## config.mk

```make
export PLATFORM = sky130hd
export DESIGN_NAME = dshot_decoder
export DESIGN_NICKNAME = d
export VERILOG_FILES = /design/src/rtl/dshot_pkg.sv /design/src/rtl/dshot_sync.sv /design/src/rtl/dshot_decoder.sv
export SDC_FILE = /design/constraint.sdc
export NUM_CORES = 1
export LEC_CHECK = 0
export ABC_AREA = 1
export CORE_ASPECT_RATIO = 0.8
export CORE_MARGIN = 5
export CORE_UTILIZATION = 53
export CTS_CLUSTER_SIZE = 24
export DETAILED_ROUTE_END_ITERATION = 8
export PLACE_DENSITY = 0.78
export RECOVER_POWER = 100
export SLEW_MARGIN = 10
export SYNTH_ARGS = -nofsm -noshare
export SYNTH_HDL_FRONTEND = slang
export SYNTH_HIERARCHICAL = 1
export SYNTH_SLANG_ARGS = --single-unit
```

## constraint.sdc

```tcl
create_clock -name clk -period 2.1 [get_ports clk]
set_input_delay 0.21 -clock clk [delete_from_list [all_inputs] [get_ports clk]]
set_output_delay 0.21 -clock clk [all_outputs]
set_load 0.005 [all_outputs]
```

## src/rtl/dshot_pkg.sv

```systemverilog
// dshot_pkg: shared DShot frame constants, decoder FSM state type, checksum
// and throttle-to-speed mapping used by dshot_decoder.
package dshot_pkg;

  localparam int FRAME_BITS   = 16;
  localparam int CMD_MAX      = 47;
  localparam int THROTTLE_MIN = 48;

  typedef enum logic [1:0] {
    ST_IDLE,
    ST_HIGH,
    ST_LOW,
    ST_CHECK
  } state_t;

  // DShot checksum: XOR of the three nibbles of {throttle, telemetry}.
  function automatic logic [3:0] dshot_crc(input logic [11:0] v);
    return v[3:0] ^ v[7:4] ^ v[11:8];
  endfunction

  // Throttle 0 stops the motor, command codes leave the speed untouched.
  function automatic logic [7:0] map_speed(input logic [10:0] thr, input logic [7:0] cur);
    logic [10:0] off;
    off = thr - 11'(THROTTLE_MIN);
    if (thr == 11'd0) return 8'd0;
    else if (thr <= 11'(CMD_MAX)) return cur;
    else return off[10:3];
  endfunction

endpackage

```

## src/rtl/dshot_sync.sv

```systemverilog
// dshot_sync: two-flop synchronizer bringing the asynchronous DShot line
// into the clk domain; both flops reset to 0.
module dshot_sync (
  input  logic clk,
  input  logic rst_n,
  input  logic d,
  output logic q
);

  logic meta;

  always_ff @(posedge clk or negedge rst_n) begin
    if (!rst_n) begin
      meta <= 1'b0;
      q    <= 1'b0;
    end else begin
      meta <= d;
      q    <= meta;
    end
  end

endmodule

```

## src/rtl/dshot_decoder.sv

```systemverilog
// dshot_decoder: measures DShot pulse widths, assembles 16-bit frames and
// publishes throttle/telemetry/speed. Define DSHOT_FAILSAFE_EN for the watchdog.
module dshot_decoder
  import dshot_pkg::*;
#(
  parameter int BIT_CYCLES  = 107,
  parameter int HIGH_THRESH = 60,
  parameter int MIN_HIGH    = 8,
  parameter int GAP_CYCLES  = 214
`ifdef DSHOT_FAILSAFE_EN
  ,
  parameter int FAILSAFE_CYCLES = 16000
`endif
) (
  input  logic        clk,
  input  logic        rst_n,
  input  logic        dshot_in,
  output logic [10:0] throttle,
  output logic        telem_req,
  output logic [7:0]  speed,
  output logic        frame_valid,
  output logic        crc_err,
  output logic        frame_err,
  output logic        failsafe
);

  localparam logic [15:0] BIT_LIM  = 16'(BIT_CYCLES);
  localparam logic [15:0] HI_LIM   = 16'(HIGH_THRESH);
  localparam logic [15:0] MIN_LIM  = 16'(MIN_HIGH);
  localparam logic [15:0] GAP_LIM  = 16'(GAP_CYCLES);
  localparam logic [4:0]  LAST_BIT = 5'(FRAME_BITS);

  state_t      state;
  logic        line;
  logic        line_d;
  logic        rise;
  logic        fall;
  logic [15:0] cnt;
  logic [15:0] cnt_inc;
  logic [4:0]  bit_count;
  logic [15:0] shreg;
  logic        crc_ok;

`ifdef DSHOT_FAILSAFE_EN
  localparam int             WD_W    = $clog2(FAILSAFE_CYCLES + 1);
  localparam logic [WD_W-1:0] WD_LAST = WD_W'(FAILSAFE_CYCLES - 1);
  logic [WD_W-1:0] wd_cnt;
`else
  assign failsafe = 1'b0;
`endif

  dshot_sync u_sync (
    .clk   (clk),
    .rst_n (rst_n),
    .d     (dshot_in),
    .q     (line)
  );

  assign rise    = line & ~line_d;
  assign fall    = ~line & line_d;
  // cnt_inc is the length of the current phase including the present cycle.
  assign cnt_inc = (cnt == 16'hFFFF) ? cnt : cnt + 16'd1;
  assign crc_ok  = (dshot_crc(shreg[15:4]) == shreg[3:0]);

  always_ff @(posedge clk or negedge rst_n) begin
    if (!rst_n) begin
      state       <= ST_IDLE;
      line_d      <= 1'b0;
      cnt         <= '0;
      bit_count   <= '0;
      shreg       <= '0;
      throttle    <= '0;
      telem_req   <= 1'b0;
      speed       <= '0;
      frame_valid <= 1'b0;
      crc_err     <= 1'b0;
      frame_err   <= 1'b0;
`ifdef DSHOT_FAILSAFE_EN
      wd_cnt      <= '0;
      failsafe    <= 1'b1;
`endif
    end else begin
      line_d      <= line;
      frame_valid <= 1'b0;
      crc_err     <= 1'b0;
      frame_err   <= 1'b0;

      case (state)
        ST_IDLE: begin
          if (rise) begin
            state     <= ST_HIGH;
            cnt       <= '0;
            bit_count <= '0;
          end
        end

        ST_HIGH: begin
          if (fall) begin
            if (cnt_inc < MIN_LIM) begin
              frame_err <= 1'b1;
              state     <= ST_IDLE;
            end else begin
              shreg     <= {shreg[14:0], cnt_inc >= HI_LIM};
              bit_count <= bit_count + 5'd1;
              cnt       <= '0;
              state     <= ST_LOW;
            end
          end else if (cnt_inc > BIT_LIM) begin
            frame_err <= 1'b1;
            state     <= ST_IDLE;
          end else begin
            cnt <= cnt_inc;
          end
        end

        ST_LOW: begin
          if (bit_count == LAST_BIT) begin
            state <= ST_CHECK;
          end else if (rise) begin
            cnt   <= '0;
            state <= ST_HIGH;
          end else if (cnt_inc >= GAP_LIM) begin
            frame_err <= 1'b1;
            state     <= ST_IDLE;
          end else begin
            cnt <= cnt_inc;
          end
        end

        ST_CHECK: begin
          state <= ST_IDLE;
          if (crc_ok) begin
            throttle    <= shreg[15:5];
            telem_req   <= shreg[4];
            speed       <= map_speed(shreg[15:5], speed);
            frame_valid <= 1'b1;
          end else begin
            crc_err <= 1'b1;
          end
        end

        default: state <= ST_IDLE;
      endcase

`ifdef DSHOT_FAILSAFE_EN
      // A good frame restarts the watchdog; expiry forces the motor to stop.
      if (state == ST_CHECK && crc_ok) begin
        wd_cnt   <= '0;
        failsafe <= 1'b0;
      end else if (!failsafe) begin
        if (wd_cnt == WD_LAST) begin
          failsafe <= 1'b1;
          speed    <= 8'd0;
        end else begin
          wd_cnt <= wd_cnt + WD_W'(1);
        end
      end
`endif
    end
  end

endmodule

```

Yosys cells after proc, flatten, opt, wreduce, memory -nomap -nowiden --
Cells that the tools add are included.
Storage, ports and cells: bits in registers 65, input port bits 3, output and inout bits 24
Operators by class: add/subtract/negate cells 3, order comparisons 5, equality and inequality tests 16, muxes and demuxes 34, bitwise logic cells 7, reductions and logical operators 10
Operator list (number):
- 16-bit 2-to-1 mux | 8
- 16-bit one-hot mux with 3 select lines | 1
- 16-bit by 1-bit adder with 16-bit output, second input constant | 1
- 16-bit == test, second input constant | 1
- 16-bit by 6-bit >= comparator with 1-bit output, second input constant | 1
- 16-bit by 8-bit >= comparator with 1-bit output, second input constant | 1
- 16-bit by 7-bit greater-than comparator with 1-bit output, second input constant | 1
- 16-bit by 4-bit < comparator with 1-bit output, second input constant | 1
- 8-bit 2-to-1 mux | 2
- 5-bit 2-to-1 mux | 3
- 2-bit 2-to-1 mux | 7
- 3-bit != test, second input constant | 4
- 11-bit by 6-bit <= comparator with 1-bit output, second input constant | 1
- 11-bit logical NOT | 1
- 11-bit by 6-bit subtractor with 11-bit output, second input constant | 1
- 1-bit 2-to-1 mux | 10
- 2-bit != test, second input constant | 5
- 5-bit one-hot mux with 2 select lines | 1
- 3-bit AND reduction | 3
- 2-bit one-hot mux with 4 select lines | 1
- 4-bit bitwise XOR | 2
- 6-bit AND reduction | 1
- 5-bit by 1-bit adder with 5-bit output, second input constant | 1
- 5-bit == test, second input constant | 1
- 12 further kinds | 16

Logic depth before layout (Yosys ltp) --
depth after elaboration 7, mapped depth 17

By module --
The synthesis kept the hierarchy.
Modules (own cells, without submodules):
- dshot_decoder | instances 1, cells an instance 498, area each 3674.8 µm²
- dshot_sync | instances 1, cells an instance 2, area each 50.0 µm²

Worst setup path before layout --
No wires, ideal clock.
path kind reg-to-reg, from register cnt[0], to register cnt[2], setup time 117 ps, arrival 2091 ps, data required time 1983 ps, path slack -108 ps, stages on the path, launching flop included 17, buffers on the path 1, clock period less this slack 2208 ps, cells stage by stage dfrtp_1 > ha_1 > nand2_2 > nor2_4 > nand2_2 > inv_2 > nand2_4 > buf_6 > nand3_1 > nor2_1 > nand2_1 > nor2_2 > nand2_2 > a21oi_4 > nand2_2 > nand2_1 > nand2_1
On the way: word-level cells in the longest chain between the ends 6, elaborated cells between the ends (all ways) 16, those cells by class 1 x add/sub; 3 x order compare; 4 x eq/ne; 7 x mux; 1 x reduce/logical
Ends and longest elaborated chain:
- start, declared | line dshot_decoder.sv:38 | logic [15:0] cnt;
- start signal, assigned | line dshot_decoder.sv:112 | cnt <= cnt_inc;
- start signal, assigned | line dshot_decoder.sv:126 | cnt <= cnt_inc;
- 16-bit by 1-bit adder with 16-bit output or 16-bit == test (tied branches) | line dshot_decoder.sv:62 | assign cnt_inc = (cnt == 16'hFFFF) ? cnt : cnt + 16'd1;
- 16-bit 2-to-1 mux * | line dshot_decoder.sv:62
- branches (longest 4 deep; another with 16-bit by 4-bit < comparator with 1-bit output)
Every way passes the cells marked *. The select of a mux whose other input is x is not followed. A chain may end at the register's enable or synchronous reset.

Worst setup path in the final report --
from register cnt[1], to register cnt[0]
On the way: word-level cells in the longest chain between the ends 6, elaborated cells between the ends (all ways) 16, those cells by class 1 x add/sub; 3 x order compare; 4 x eq/ne; 7 x mux; 1 x reduce/logical
Ends and longest elaborated chain (line):
- branches (longest 1 deep; another with 16-bit by 1-bit adder with 16-bit output)
- 16-bit 2-to-1 mux * | dshot_decoder.sv:62
- branches (longest 4 deep; another with 16-bit by 4-bit < comparator with 1-bit output)
Marks and branches as above.

==> metrics.txt <==
ant diodes=0; Hold Path Class=flop to flop; Syn. warnings=6; Synth top area share=0.4367; Synth area leaders=dfrtp_1 44%, nand2_1 15%, inv_1 5.7%; post-synth net total=514; post-synthesis sequential area ratio=0.4367; Peak VDD IR=0.5235 mV; unrepaired setup endpoints after global routing=yes; Synth Flop Type=dfrtp_1; period utilization=1.152; final core occ=0.7862; Die X=103.7 um; crit-path max FO=6; GPL Wtd Cong=0.9403; top-count cell post-synth=nand2_1; row cnt=27; Achievable Freq=413.4 MHz; Via Count=3978; Slew @ Worst Pin=1.493 ns; Hold Startpoint=u_sync/meta; final non-filler cell total=692; worst setup margin=-0.3188 ns; Final min period=2.419 ns; RR Endpoint=cnt[0]; DR iter-0 viols=359; DR pass1 iterations=5; CTS tree=built; failing checks=negative setup slack; largest net degree at the start of global routing=40; clock share of power=0.349; worst-path cell chain=ha_4 > nand2_4 > nor2_4 > nand2_4 > nand2_2 > nand2_1 > inv_1 > nand2_1 > nor2_2 > nand2_2 > nor2_4 > nand2_2 > a21oi_4 > buf_12 > buf_6 > nand3_1 > nand2_1; first-pass GRT wire length=17.56 mm; Worst Skew=0.01618 ns; GRT Residual Overflow=0; Layout area overhead=44.74%; R2R depth=17; max cap viols=0; critical path arrival=2.69 ns; I/O Pins=27; P per Cell Area=639.2 nW/um2; DR WL/cell=17.59 um; post-synthesis instance total=500; Worst path depth=17; CTS buffer count=9; sequential power share=0.396; r2r setup slk=-0.32 ns; Hold Crit Endpoint=u_sync/q; crit path buf inv count=3; CTS max path bufs=2; Net Switching=1.105 mW; vias in the first global route=3691; Slew Limit Headroom=0.004588; Post-synth ARST share=1.000; Switching Share=0.3207; CP max-delay cell=dfrtp_1; Post-DP HPWL=6.871 mm; clk slew on worst S/H paths=0.09 ns; Comb power frac=0.256; CTS sink count=65; Root Driver=clkbuf_8; hold path cells=0; status=finished with violations; fraction of layout cells with a size suffix above 1=0.3140; area leader, netlist=dfrtp_1; Placed Cells=652; kind of critical path=flop to flop; NumNets Final=614; leakage=2.711 nW; Synth Register Bits=65; full die area=8815 um2; Clock Latency Late Sink=0.35 ns; P_int=2.341 mW; syn avg cell area=7.450 um2; Max Slew Vio Count=0; WP data required=2.38 ns; H-tree depth=3; GRT Total Usage=0.2423; via/cell ratio=5.749; number of synthesized flops with an enable pin=0; core region area=6858 um2; I/O Buffers=25; Fin. Hold Viols=0; delay-heaviest family, CP=simple AND/OR/NAND/NOR gates; initial antenna violation count=0; Startpoint Class=flop; Fin Hold WS=0.3515 ns; count of final setup violators=42; Worst R2R Start=cnt[1]; initial core utilization=0.5431; Yosys cell types=34; Routed WL=12.17 mm; Chip Height=84.98 um; DRC Markers=0; post-route ant nets=0; synthesized area=3725 um2; Critical Path Max Stage Delay=0.45 ns; most frequent cells after synthesis=153 x nand2_1, 65 x dfrtp_1, 57 x inv_1; critical path endpoint category=flop
-- repair_timing --
action	CTS	global route
pin swaps	14	40
endpoints found under the setup margin	40	49
hold buffers	1	0
resized for setup	44	90
setup buffers	10	8
endpoints found under the hold margin	26	0
cloned	3	2
-- flip-flops by register name (all words and copies together) (netlist names), 2 cells and up --
signal / flops
cnt: 16
shreg: 16
state: 2
throttle: 11
speed: 8
bit_count: 5
-- per-stage QoR --
step / TNS (ns) / area [um2] / power, mW / setup WS, ns
2_1_floorplan: -1.245 / 3739 / 1.697 / -0.08729
3_3_place_gp: -3.026 / 4432 / 1.894 / -0.1504
3_5_place_dp: -7.745 / 4432 / 1.921 / -0.2869
4_1_cts: -4.474 / 4945 / 3.231 / -0.1757
5_1_grt: -15.56 / 5391 / 3.574 / -0.4285
6_report: -10.16 / 5391 / 3.446 / -0.3188
-- metal layers --
layer,wire length (um),global-route usage,share of wire
met1,4971,0.3285,0.41
met2,5721,0.3941,0.47
met3,1046,0.05171,0.086
met4,433,0.07176,0.036
met5,0,0,0
-- how the worst max path moves through the flow --
stage | to | startpoint | slack (ns)
floorplan | cnt[2] | cnt[0] | -0.09
global placement | cnt[8] | cnt[0] | -0.15
detailed placement | cnt[12] | cnt[0] | -0.29
CTS | cnt[3] | cnt[1] | -0.18
global route | cnt[0] | cnt[1] | -0.43
finish | cnt[0] | cnt[1] | -0.32
-- power groups by stage --
stage / registers (mW) / logic [mW] / clock network, mW
2_1_floorplan: 1.37 / 0.326 / 0
3_3_place_gp: 1.37 / 0.528 / 0
3_5_place_dp: 1.37 / 0.548 / 0
4_1_cts: 1.35 / 0.664 / 1.21
5_1_grt: 1.37 / 0.942 / 1.26
6_report: 1.36 / 0.881 / 1.20
-- layout make-up --
type                            count  area (um2)
Clock buffer                       10       127.6
Clock inverter                      6       92.59
Fill cell                         404        1466
Inverter                           58       222.7
Multi-Input combinational cell    367        2265
Sequential cell                    65        1628
Tap cell                           87       108.9
Timing Repair Buffer               99       947.2
-- cell usage in the layout (no fill, tap or decap), drive strengths merged --
master	synthesis	routed
a21oi	15	15
buf	6	70
clkinv	0	2
nor2	54	54
o21ai	36	36
nand4	9	9
xor2	10	10
o311ai	1	1
clkinvlp	0	2
a21boi	1	1
dlygate4sd3	0	25
or2	2	2
inv	58	58
nor4	2	2
clkbuf	6	14
nand3b	2	2
conb	1	1
nor3	6	6
dfrtp	65	65
nand3	44	45
ha	11	11
o21bai	2	2
bufinv	0	2
xnor2	9	9
o32ai	1	1
nand2	159	160
-- logic make-up (layout without fill, tap and decap cells) --
family	count (synthesis)	count (layout)	share of synthesized area
fa+ha+maj	11	11	0.03695
xor+xnor	19	19	0.04468
compound gates	56	56	0.08331
flops	65	65	0.4367
other cells	1	1	0.001007
buf+inv	70	173	0.07692
simple gates	278	280	0.3205
Note: power is estimated with default switching activity, not from simulation.
